$ cat src/rtl/expansao_chave_if.sv
// Handshake/bus interface of the key expander.
//   inicio, chave, saida_pronta            : driven by the master (requester)
//   chave_rodada, rodada, saida_valida,
//   ocupado, fim                           : driven by the slave (expansao_chave)
interface expansao_chave_if;
    logic         inicio;
    logic [127:0] chave;
    logic         saida_pronta;
    logic [127:0] chave_rodada;
    logic [3:0]   rodada;
    logic         saida_valida;
    logic         ocupado;
    logic         fim;

    modport master (
        output inicio, chave, saida_pronta,
        input  chave_rodada, rodada, saida_valida, ocupado, fim
    );

    modport slave (
        input  inicio, chave, saida_pronta,
        output chave_rodada, rodada, saida_valida, ocupado, fim
    );
endinterface

$ cat src/rtl/expansao_chave.sv
// AES-128 key expansion, one round key per accepted transfer.
//   funcaoG       : RotWord + SubWord + Rcon(2^i_rodada) on one 32-bit word (combinational).
//   expansao_chave: clk, rst_n (async active-low), bus (expansao_chave_if.slave).
//                   Emits round keys 0..NUM_RODADAS with a valid/ready handshake and
//                   pulses fim for one cycle after the last key is accepted.
module funcaoG (
    input  logic [31:0] i_palavra,
    input  logic [3:0]  i_rodada,
    output logic [31:0] o_palavra
);
    // AES S-box, entry 0 in the most significant byte.
    localparam logic [2047:0] SBOX = {
        128'h637c777bf26b6fc53001672bfed7ab76,
        128'hca82c97dfa5947f0add4a2af9ca472c0,
        128'hb7fd9326363ff7cc34a5e5f171d83115,
        128'h04c723c31896059a071280e2eb27b275,
        128'h09832c1a1b6e5aa0523bd6b329e32f84,
        128'h53d100ed20fcb15b6acbbe394a4c58cf,
        128'hd0efaafb434d338545f9027f503c9fa8,
        128'h51a3408f929d38f5bcb6da2110fff3d2,
        128'hcd0c13ec5f974417c4a77e3d645d1973,
        128'h60814fdc222a908846eeb814de5e0bdb,
        128'he0323a0a4906245cc2d3ac629195e479,
        128'he7c8376d8dd54ea96c56f4ea657aae08,
        128'hba78252e1ca6b4c6e8dd741f4bbd8b8a,
        128'h703eb5664803f60e613557b986c11d9e,
        128'he1f8981169d98e949b1e87e9ce5528df,
        128'h8ca1890dbfe6426841992d0fb054bb16
    };

    function automatic logic [7:0] sub_byte(input logic [7:0] b);
        // Entry b sits at bit offset 8*(255-b) = {~b, 3'b000}.
        return SBOX[{~b, 3'b000} +: 8];
    endfunction

    function automatic logic [7:0] xtime(input logic [7:0] b);
        return {b[6:0], 1'b0} ^ (b[7] ? 8'h1b : 8'h00);
    endfunction

    logic [31:0] w_rot;
    logic [31:0] w_sub;
    logic [7:0]  w_rcon;

    assign w_rot = {i_palavra[23:0], i_palavra[31:24]};
    assign w_sub = {sub_byte(w_rot[31:24]), sub_byte(w_rot[23:16]),
                    sub_byte(w_rot[15:8]),  sub_byte(w_rot[7:0])};

    // Rcon = 2^i_rodada in GF(2^8).
    always_comb begin
        w_rcon = 8'h01;
        for (int i = 0; i < 15; i++) begin
            if (i < int'(i_rodada)) begin
                w_rcon = xtime(w_rcon);
            end
        end
    end

    assign o_palavra = w_sub ^ {w_rcon, 24'h000000};
endmodule

module expansao_chave #(
    parameter int unsigned NUM_RODADAS = 10
) (
    input  logic               clk,
    input  logic               rst_n,
    expansao_chave_if.slave    bus
);
    localparam logic [3:0] ULTIMA_RODADA = 4'(NUM_RODADAS);

    typedef enum logic [0:0] {OCIOSO, EMITE} estado_t;

    estado_t      r_estado;
    logic [127:0] r_chave;
    logic [3:0]   r_rodada;
    logic         r_valida;
    logic         r_ocupado;
    logic         r_fim;

    logic [31:0]  w_g;
    logic [31:0]  w_n0;
    logic [31:0]  w_n1;
    logic [31:0]  w_n2;
    logic [31:0]  w_n3;
    logic [127:0] w_proxima;

    funcaoG u_funcao_g (
        .i_palavra (r_chave[31:0]),
        .i_rodada  (r_rodada),
        .o_palavra (w_g)
    );

    assign w_n0      = r_chave[127:96] ^ w_g;
    assign w_n1      = r_chave[95:64]  ^ w_n0;
    assign w_n2      = r_chave[63:32]  ^ w_n1;
    assign w_n3      = r_chave[31:0]   ^ w_n2;
    assign w_proxima = {w_n0, w_n1, w_n2, w_n3};

    always_ff @(posedge clk or negedge rst_n) begin
        if (!rst_n) begin
            r_estado  <= OCIOSO;
            r_chave   <= '0;
            r_rodada  <= '0;
            r_valida  <= 1'b0;
            r_ocupado <= 1'b0;
            r_fim     <= 1'b0;
        end else begin
            r_fim <= 1'b0;
            case (r_estado)
                OCIOSO: begin
                    if (bus.inicio) begin
                        r_chave   <= bus.chave;
                        r_rodada  <= 4'd0;
                        r_valida  <= 1'b1;
                        r_ocupado <= 1'b1;
                        r_estado  <= EMITE;
                    end
                end
                EMITE: begin
                    // saida_valida is always 1 here, so ready alone marks a transfer.
                    if (bus.saida_pronta) begin
                        if (r_rodada < ULTIMA_RODADA) begin
                            r_chave  <= w_proxima;
                            r_rodada <= r_rodada + 4'd1;
                        end else begin
                            r_valida  <= 1'b0;
                            r_ocupado <= 1'b0;
                            r_fim     <= 1'b1;
                            r_estado  <= OCIOSO;
                        end
                    end
                end
                default: r_estado <= OCIOSO;
            endcase
        end
    end

    assign bus.chave_rodada = r_chave;
    assign bus.rodada       = r_rodada;
    assign bus.saida_valida = r_valida;
    assign bus.ocupado      = r_ocupado;
    assign bus.fim          = r_fim;
endmodule
$ cat src/flat_wrapper.sv
// flat-port wrapper written by rule: the top's interface ports become plain ports
module expansao_chave_flat 
#(
    parameter int unsigned NUM_RODADAS = 10
)
  (clk, rst_n, bus_inicio, bus_chave, bus_saida_pronta, bus_chave_rodada, bus_rodada, bus_saida_valida, bus_ocupado, bus_fim);
  expansao_chave_if bus_i ();
  input  logic clk;
  input  logic rst_n;
  input wire logic [$bits(bus_i.inicio)-1:0] bus_inicio;
  input wire logic [$bits(bus_i.chave)-1:0] bus_chave;
  input wire logic [$bits(bus_i.saida_pronta)-1:0] bus_saida_pronta;
  output wire logic [$bits(bus_i.chave_rodada)-1:0] bus_chave_rodada;
  output wire logic [$bits(bus_i.rodada)-1:0] bus_rodada;
  output wire logic [$bits(bus_i.saida_valida)-1:0] bus_saida_valida;
  output wire logic [$bits(bus_i.ocupado)-1:0] bus_ocupado;
  output wire logic [$bits(bus_i.fim)-1:0] bus_fim;
  assign bus_i.inicio = bus_inicio;
  assign bus_i.chave = bus_chave;
  assign bus_i.saida_pronta = bus_saida_pronta;
  assign bus_chave_rodada = bus_i.chave_rodada;
  assign bus_rodada = bus_i.rodada;
  assign bus_saida_valida = bus_i.saida_valida;
  assign bus_ocupado = bus_i.ocupado;
  assign bus_fim = bus_i.fim;
  expansao_chave #(.NUM_RODADAS(NUM_RODADAS)) u_core (.clk(clk), .rst_n(rst_n), .bus(bus_i));
endmodule
$ cat config.mk
export PLATFORM = sky130hd
export DESIGN_NAME = expansao_chave_flat
export DESIGN_NICKNAME = d
export VERILOG_FILES = /design/src/rtl/expansao_chave_if.sv /design/src/rtl/expansao_chave.sv /design/src/flat_wrapper.sv
export SDC_FILE = /design/constraint.sdc
export NUM_CORES = 1
export LEC_CHECK = 0
export ABC_AREA = 1
export BUFFER_PORTS_ARGS = -buffer_cell sky130_fd_sc_hd__buf_2
export CORE_MARGIN = 4
export CORE_UTILIZATION = 30
export DETAILED_ROUTE_END_ITERATION = 6
export PLACE_DENSITY = 0.49
export SKIP_LAST_GASP = 1
export SLEW_MARGIN = 20
export SYNTH_ARGS = -nofsm -noshare
export SYNTH_HDL_FRONTEND = slang
export SYNTH_HIERARCHICAL = 1
export SYNTH_SLANG_ARGS = --single-unit
$ cat constraint.sdc
create_clock -name clk -period 3.2 [get_ports clk]
set_input_delay 0 -clock clk [delete_from_list [all_inputs] [get_ports clk]]
set_output_delay 0 -clock clk [all_outputs]
set_load 0.005 [all_outputs]
After elaboration in Yosys (flattened, before gate mapping)
Cells that the tools add are included.
{ "totals": {"reg_bits": 135, "output_inout_bits": 135} }
{ "classes": {"add_sub_neg": 1, "order_cmp": 16, "eq_ne": 4, "shift": 4, "n_mux": 48, "n_bitwise": 24, "n_reduce_logical": 2} }
{ "ops": {"columns": ["operator", "count"], "rows": [
  ["2048-bit by 12-bit variable part select with 8-bit output, first input constant", 4],
  ["128-bit 2-to-1 mux", 3],
  ["128-bit case mux with 2 select lines", 1],
  ["32-bit XOR", 5],
  ["8-bit 2-to-1 mux", 14],
  ["8-bit by 5-bit XOR with 8-bit output", 14],
  ["5-bit 2-to-1 mux", 14],
  ["8-bit inverter", 4],
  ["4-bit < comparator, first input constant", 7],
  ["3-bit by 4-bit < comparator with 1-bit output, first input constant", 4],
  ["4-bit 2-to-1 mux", 3],
  ["1-bit 2-to-1 mux", 9],
  ["1-bit by 4-bit < comparator with 1-bit output, first input constant", 2],
  ["2-bit by 4-bit < comparator with 1-bit output, first input constant", 2],
  ["2-bit inequality test, second input constant", 4],
  ["4-bit case mux with 2 select lines", 1],
  ["3-bit AND reduction", 2],
  ["4-bit by 1-bit adder with 4-bit output, second input constant", 1],
  ["4-bit < comparator, second input constant", 1],
  ["1-bit case mux with 2 select lines", 2],
  ["2-bit 2-to-1 mux", 1],
  ["1-bit inverter", 1]
]} }

Longest topological paths before layout
{ "depth": {"word_depth": 51, "depth_mapped": 32, "ltp_nobuf": 31} }

Cells and area by module
The synthesis kept the hierarchy.
{ "modules_own_cells": {"columns": ["module", "n_inst", "cells_per_inst", "area_per_inst_um2", "seq_area_each_um2"], "rows": [
  ["funcaoG", 1, 2287, 11422.2, 0.0],
  ["expansao_chave", 1, 1226, 8209.1, 3378.2]
]} }

Worst setup path before layout
Ideal clock, no wire load.
{ "synth_timing": {"path_type": "register to register", "start": "register u_core.r_chave[9] (netlist: u_core/bus.chave_rodada[9])", "end": "register u_core.r_chave[54] (netlist: u_core/bus.chave_rodada[54])", "setup_ns": 0.116, "arrival_ns": 2.995, "path_slack_ns": 0.088, "stages_incl_launch_ff": 23, "n_path_buf": 1, "cell_sequence": "dfrtp_1 -> clkbuf_1 -> inv_1 -> ha_1 -> inv_1 -> nand2_1 -> inv_1 -> nor2_1 -> inv_1 -> nor2_1 -> nor3_1 -> o21ai_0 -> nor2_1 -> o31ai_1 -> inv_1 -> nand2_1 -> nand3_1 -> nand2_1 -> nand2_1 -> nand3_1 -> nand2_1 -> nand2_1 -> nand2_1"} }
{ "synth_between": {"elab_chain_cells": 9} }
{ "synth_lines": {"columns": ["element", "line", "source"], "rows": [
  ["start: declaration", "expansao_chave.sv:73", "logic [127:0] r_chave;"],
  ["start signal: assignment", "expansao_chave.sv:111", "r_chave <= bus.chave;"],
  ["start signal: assignment", "expansao_chave.sv:122", "r_chave <= w_proxima;"],
  ["8-bit inverter", "expansao_chave.sv:33", "return SBOX[{~b, 3'b000} +: 8];"],
  ["2048-bit by 12-bit variable part select with 8-bit output", "expansao_chave.sv:33", null],
  ["32-bit XOR", "expansao_chave.sv:58", "assign o_palavra = w_sub ^ {w_rcon, 24'h000000};"],
  ["net u_core.w_g[22]", "expansao_chave.sv:79", "logic [31:0] w_g;"],
  ["32-bit XOR", "expansao_chave.sv:92", "assign w_n0 = r_chave[127:96] ^ w_g;"],
  ["32-bit XOR", "expansao_chave.sv:93", "assign w_n1 = r_chave[95:64] ^ w_n0;"],
  ["32-bit XOR", "expansao_chave.sv:94", "assign w_n2 = r_chave[63:32] ^ w_n1;"],
  ["128-bit 2-to-1 mux", "expansao_chave.sv:121", "if (r_rodada < ULTIMA_RODADA) begin"],
  ["128-bit 2-to-1 mux", "expansao_chave.sv:120", "if (bus.saida_pronta) begin"],
  ["128-bit case mux with 2 select lines", "expansao_chave.sv:108", "case (r_estado)"]
]} }
The timed path passes the listed nets, and every way through them passes these cells. The select of a mux whose other input is x is not followed.
A chain may end at the register's enable or synchronous reset.

Worst setup path after layout
{ "layout_timing": {"start": "register u_core.r_chave[9] (netlist: u_core/bus.chave_rodada[9])", "end": "register u_core.r_chave[50] (netlist: u_core/bus.chave_rodada[50])"} }
Same word-level chain as after synthesis.

==> results list <==
- The flow ran to the end, but the final reports show violations.
* Violations in the final reports: design-rule violations, negative setup slack
- The via count of the first global-routing pass is 27400.
- The worst register-to-register path ends at u_core/bus.chave_rodada[50].
* Clock Skew: 22.1 ps
- Clock-pin slew on the worst setup and hold paths: 80 ps
* Worst R2R Path Depth: 22
- Of the available clock period, the critical path in the final layout requires 102%.
- Setup violations remaining at the end of the flow were counted as 2.
- After technology mapping, the gate count stands at 3513.
* Total die area: 69600 µm²
- For this run, the detailed router's first-pass iteration total came to 7.
- Die width: 264 µm
* Crit start category: flop
- The first global-routing pass estimated 163000 µm of wire.
- At the worst endpoint, the required time is 3590 ps.
* Leading register cell type out of synthesis: dfrtp_1
- Core Area: 64600 µm²
- Pins over their slew limit: 0
* HPWL reported at the end of detailed placement: 81200 µm
* Gate family responsible for the most delay along the worst path: simple AND/OR/NAND/NOR gates
- Dividing the detail-routed wire length by the instance count gives 21.5 µm.
- Net count of the mapped netlist: 3707
* Flip-flop and latch count after synthesis: 135
* Least setup slack across all paths after layout: -67.9 ps
- The average instance in the mapped netlist occupies 5.59 µm².
* Tightest Pin Transition: 943 ps
- In the post-synthesis netlist, the cell with the most instances is nand2_1.
- Once the floorplan was initialized, standard cells occupied 30.4% of the core.
- Once detail routing completed, the nets flagged for antenna violations numbered 0.
- Number of I/O pins: 267
- Antenna violations before repair: 1
* Violation count after the first detailed-routing iteration: 3972
- Number of hold violations in the final report: 0
- Gr ovfl total: 0
- In this run the worst hold path is classified as in -> async.
- Cell area after technology mapping: 19600 µm²
- Of all nets on the critical path, the largest fanout is 13.
- Tmin final: 3270 ps
- Cell at the root of the clock tree: clkbuf_16
- The tool flagged a number of max-cap violations equal to 0.
- Share of final-layout standard cells stronger than drive strength 1: 28.5%
* DRC errors left: 3
- The clock reaches the later pin of the worst-skew pair after 510 ps.
- Most used cell along the critical path: nand2_1
- Rows: 93
- Die height: 264 µm
- Layout overhead on the synthesized area: 45.4%
* Commonest cells in the netlist: 843 x nand2_1, 440 x nand3_1, 391 x inv_1, 370 x nor2_1, 330 x o21ai_0
- In the routed layout, each cell is associated on average with a via count of 5.74.
- CTS max path bufs: 2
* Data arrival time of the critical path: 3660 ps
- In this run the tool buffered the top-level ports with 266 buffer cells.
- Total global routing track utilization: 29.5%
- Element type at the critical path end: flop
- Routability-driven placement finished with a final weighted congestion of 1.07.
- Synth top area cells: dfrtp_1 17%, nand2_1 16%, nand3_1 11%
* Clk sinks: 135
* Unrepaired setup endpoints after global routing: yes
* Critical Path Max Stage Delay: 390 ps
- Entering global routing, the biggest net connects 166 pins.
* Post-layout net count: 4412
- Final TNS setup: -118 ps
* Critical-path top delay cell: dfrtp_1
* Maximum clock frequency: 306 MHz
* Antenna diode count: 0
- Most area-hungry cell type in the Yosys netlist: dfrtp_1
- Critical path cell sequence: buf_4 > buf_8 > ha_2 > inv_1 > nor2_1 > buf_4 > nor2_2 > inv_1 > nand2_1 > o21ai_0 > a21oi_2 > o21ai_2 > a31oi_2 > inv_1 > nand2_1 > nand3_2 > nand2_1 > nand2_1 > nand3_1 > nand2_1 > nand2_1 > nand2_1
- Buffering stage count on the worst path with inverters included: 6
- Relative slew slack: 37.1%
- CTS tree: yes
- Number of enable flip-flop cells after synthesis: 0
- The routed design has 109000 µm of wire.
* Async S/R FF share, synth: 100%
- Part of the Yosys area used for sequential elements: 17.2%
* Area share of the largest cell type after synthesis: 17.2%
- Reg2Reg Setup Slack: -70 ps
- The setup path with the least slack is of type reg -> reg.
* Total via count in the routed design: 29200
* Clock buffer count from CTS: 17
- The H-tree was split into 4 levels.
- Cell variety after synth: 51
- Yosys warning count: 6
* Path length in cells of the critical path: 22
* Crit Reg-Reg Startpoint: u_core/bus.chave_rodada[9]
- Counting the fill cells in the layout gives 6946.
-- layout make-up --
cell class | count | area [µm²] | area share (%)
clock buffers | 22 | 474 | 1.66
clock inverters | 10 | 119 | 0.417
inverters | 401 | 1520 | 5.32
multi-input cells | 2762 | 15200 | 53.2
flip-flops and latches | 135 | 3390 | 11.9
well taps | 855 | 1070 | 3.75
repair buffers | 901 | 6780 | 23.7
-- worst max-delay path by stage --
stage                          startpoint                          end  slack (ps)
4_1_cts        u_core/bus.chave_rodada[1]   u_core/bus.chave_rodada[9]         -20
6_report       u_core/bus.chave_rodada[9]  u_core/bus.chave_rodada[50]         -70
2_1_floorplan  u_core/bus.chave_rodada[9]  u_core/bus.chave_rodada[54]          90
5_1_grt              u_core/bus.rodada[3]  u_core/bus.chave_rodada[89]        -190
3_3_place_gp   u_core/bus.chave_rodada[1]   u_core/bus.chave_rodada[9]        -290
3_5_place_dp   u_core/bus.chave_rodada[1]   u_core/bus.chave_rodada[9]        -270
-- cell usage in the layout, fill, tap and decap left out, drive strengths merged, types with 39 or more instances in the layout --
master,n
a21oi,217
buf,769
dfrtp,135
dlygate4sd3,132
ha,62
inv,398
nand2,853
nand3,444
nand4,47
nor2,374
nor3,39
o211ai,84
o21ai,332
o22ai,74
-- kinds of logic after synthesis --
| logic type | synth area share, % |
|---|---|
| AOI/OAI and AO/OA | 27.6 |
| and+or+nand+nor | 38.9 |
| DFF | 17.2 |
| buffers and inverters | 12.2 |
| adders and majority gates | 3.95 |
| xor gates and xnor gates | 0.0892 |
-- per-layer routing --
layer / global-route usage (%) / share of wire, % / up-vias
met2: 46.8 / 44 / 1758
met1: 38.8 / 41 / 13600
met3: 4.62 / 9.2 / 385
met5: 0 / 0.012 / -
li1: - / - / 13500
met4: 15.3 / 6.0 / 2
-- per-stage QoR --
stage	instance area [µm²]	setup WS [ps]	hold slack [ps]	util, %	std cells
6_report	28500	-67.9	115	44.2	5086
4_1_cts	27200	-20.0	175	42.1	5078
3_5_place_dp	25100	-273	167	38.9	4911
5_1_grt	28500	-191	213	44.2	5086
3_3_place_gp	25100	-292	159	38.9	4911
2_1_floorplan	19600	88.1	-296	-	3513
-- flip-flops by register name (all words and copies together), names as in the netlist --
name and flops:
u_core/bus.ocupado 1, u_core/bus.rodada 4, u_core/r_estado 1, u_core/bus.chave_rodada 128
u_core/bus.fim 1
-- worst register-to-register path: stages, from the launching register on --
cell,delay [ps]
dfrtp_1,390
buf_4,140
buf_8,140
ha_2,190
inv_1,70
nor2_1,50
buf_4,160
nor2_2,140
inv_1,80
nand2_1,240
o21ai_0,150
a21oi_2,340
o21ai_2,150
a31oi_2,250
inv_1,110
nand2_1,90
nand3_2,90
nand2_1,70
nand2_1,60
nand3_1,80
nand2_1,60
nand2_1,60
nand2_1,40
-- what timing repair did --
action / 4_1_cts / 5_1_grt
buffers inserted: 3 / 9
endpoints found under the hold margin: 213 / 0
pin swaps: 10 / 103
resized for setup: 43 / 416
endpoints found under the setup margin: 40 / 93
hold buffers: 132 / 0
gates cloned: 0 / 0
Power is left out: the tool's default activity adds up to more than one toggle a clock period on the data nets, which glitch-free logic cannot reach.
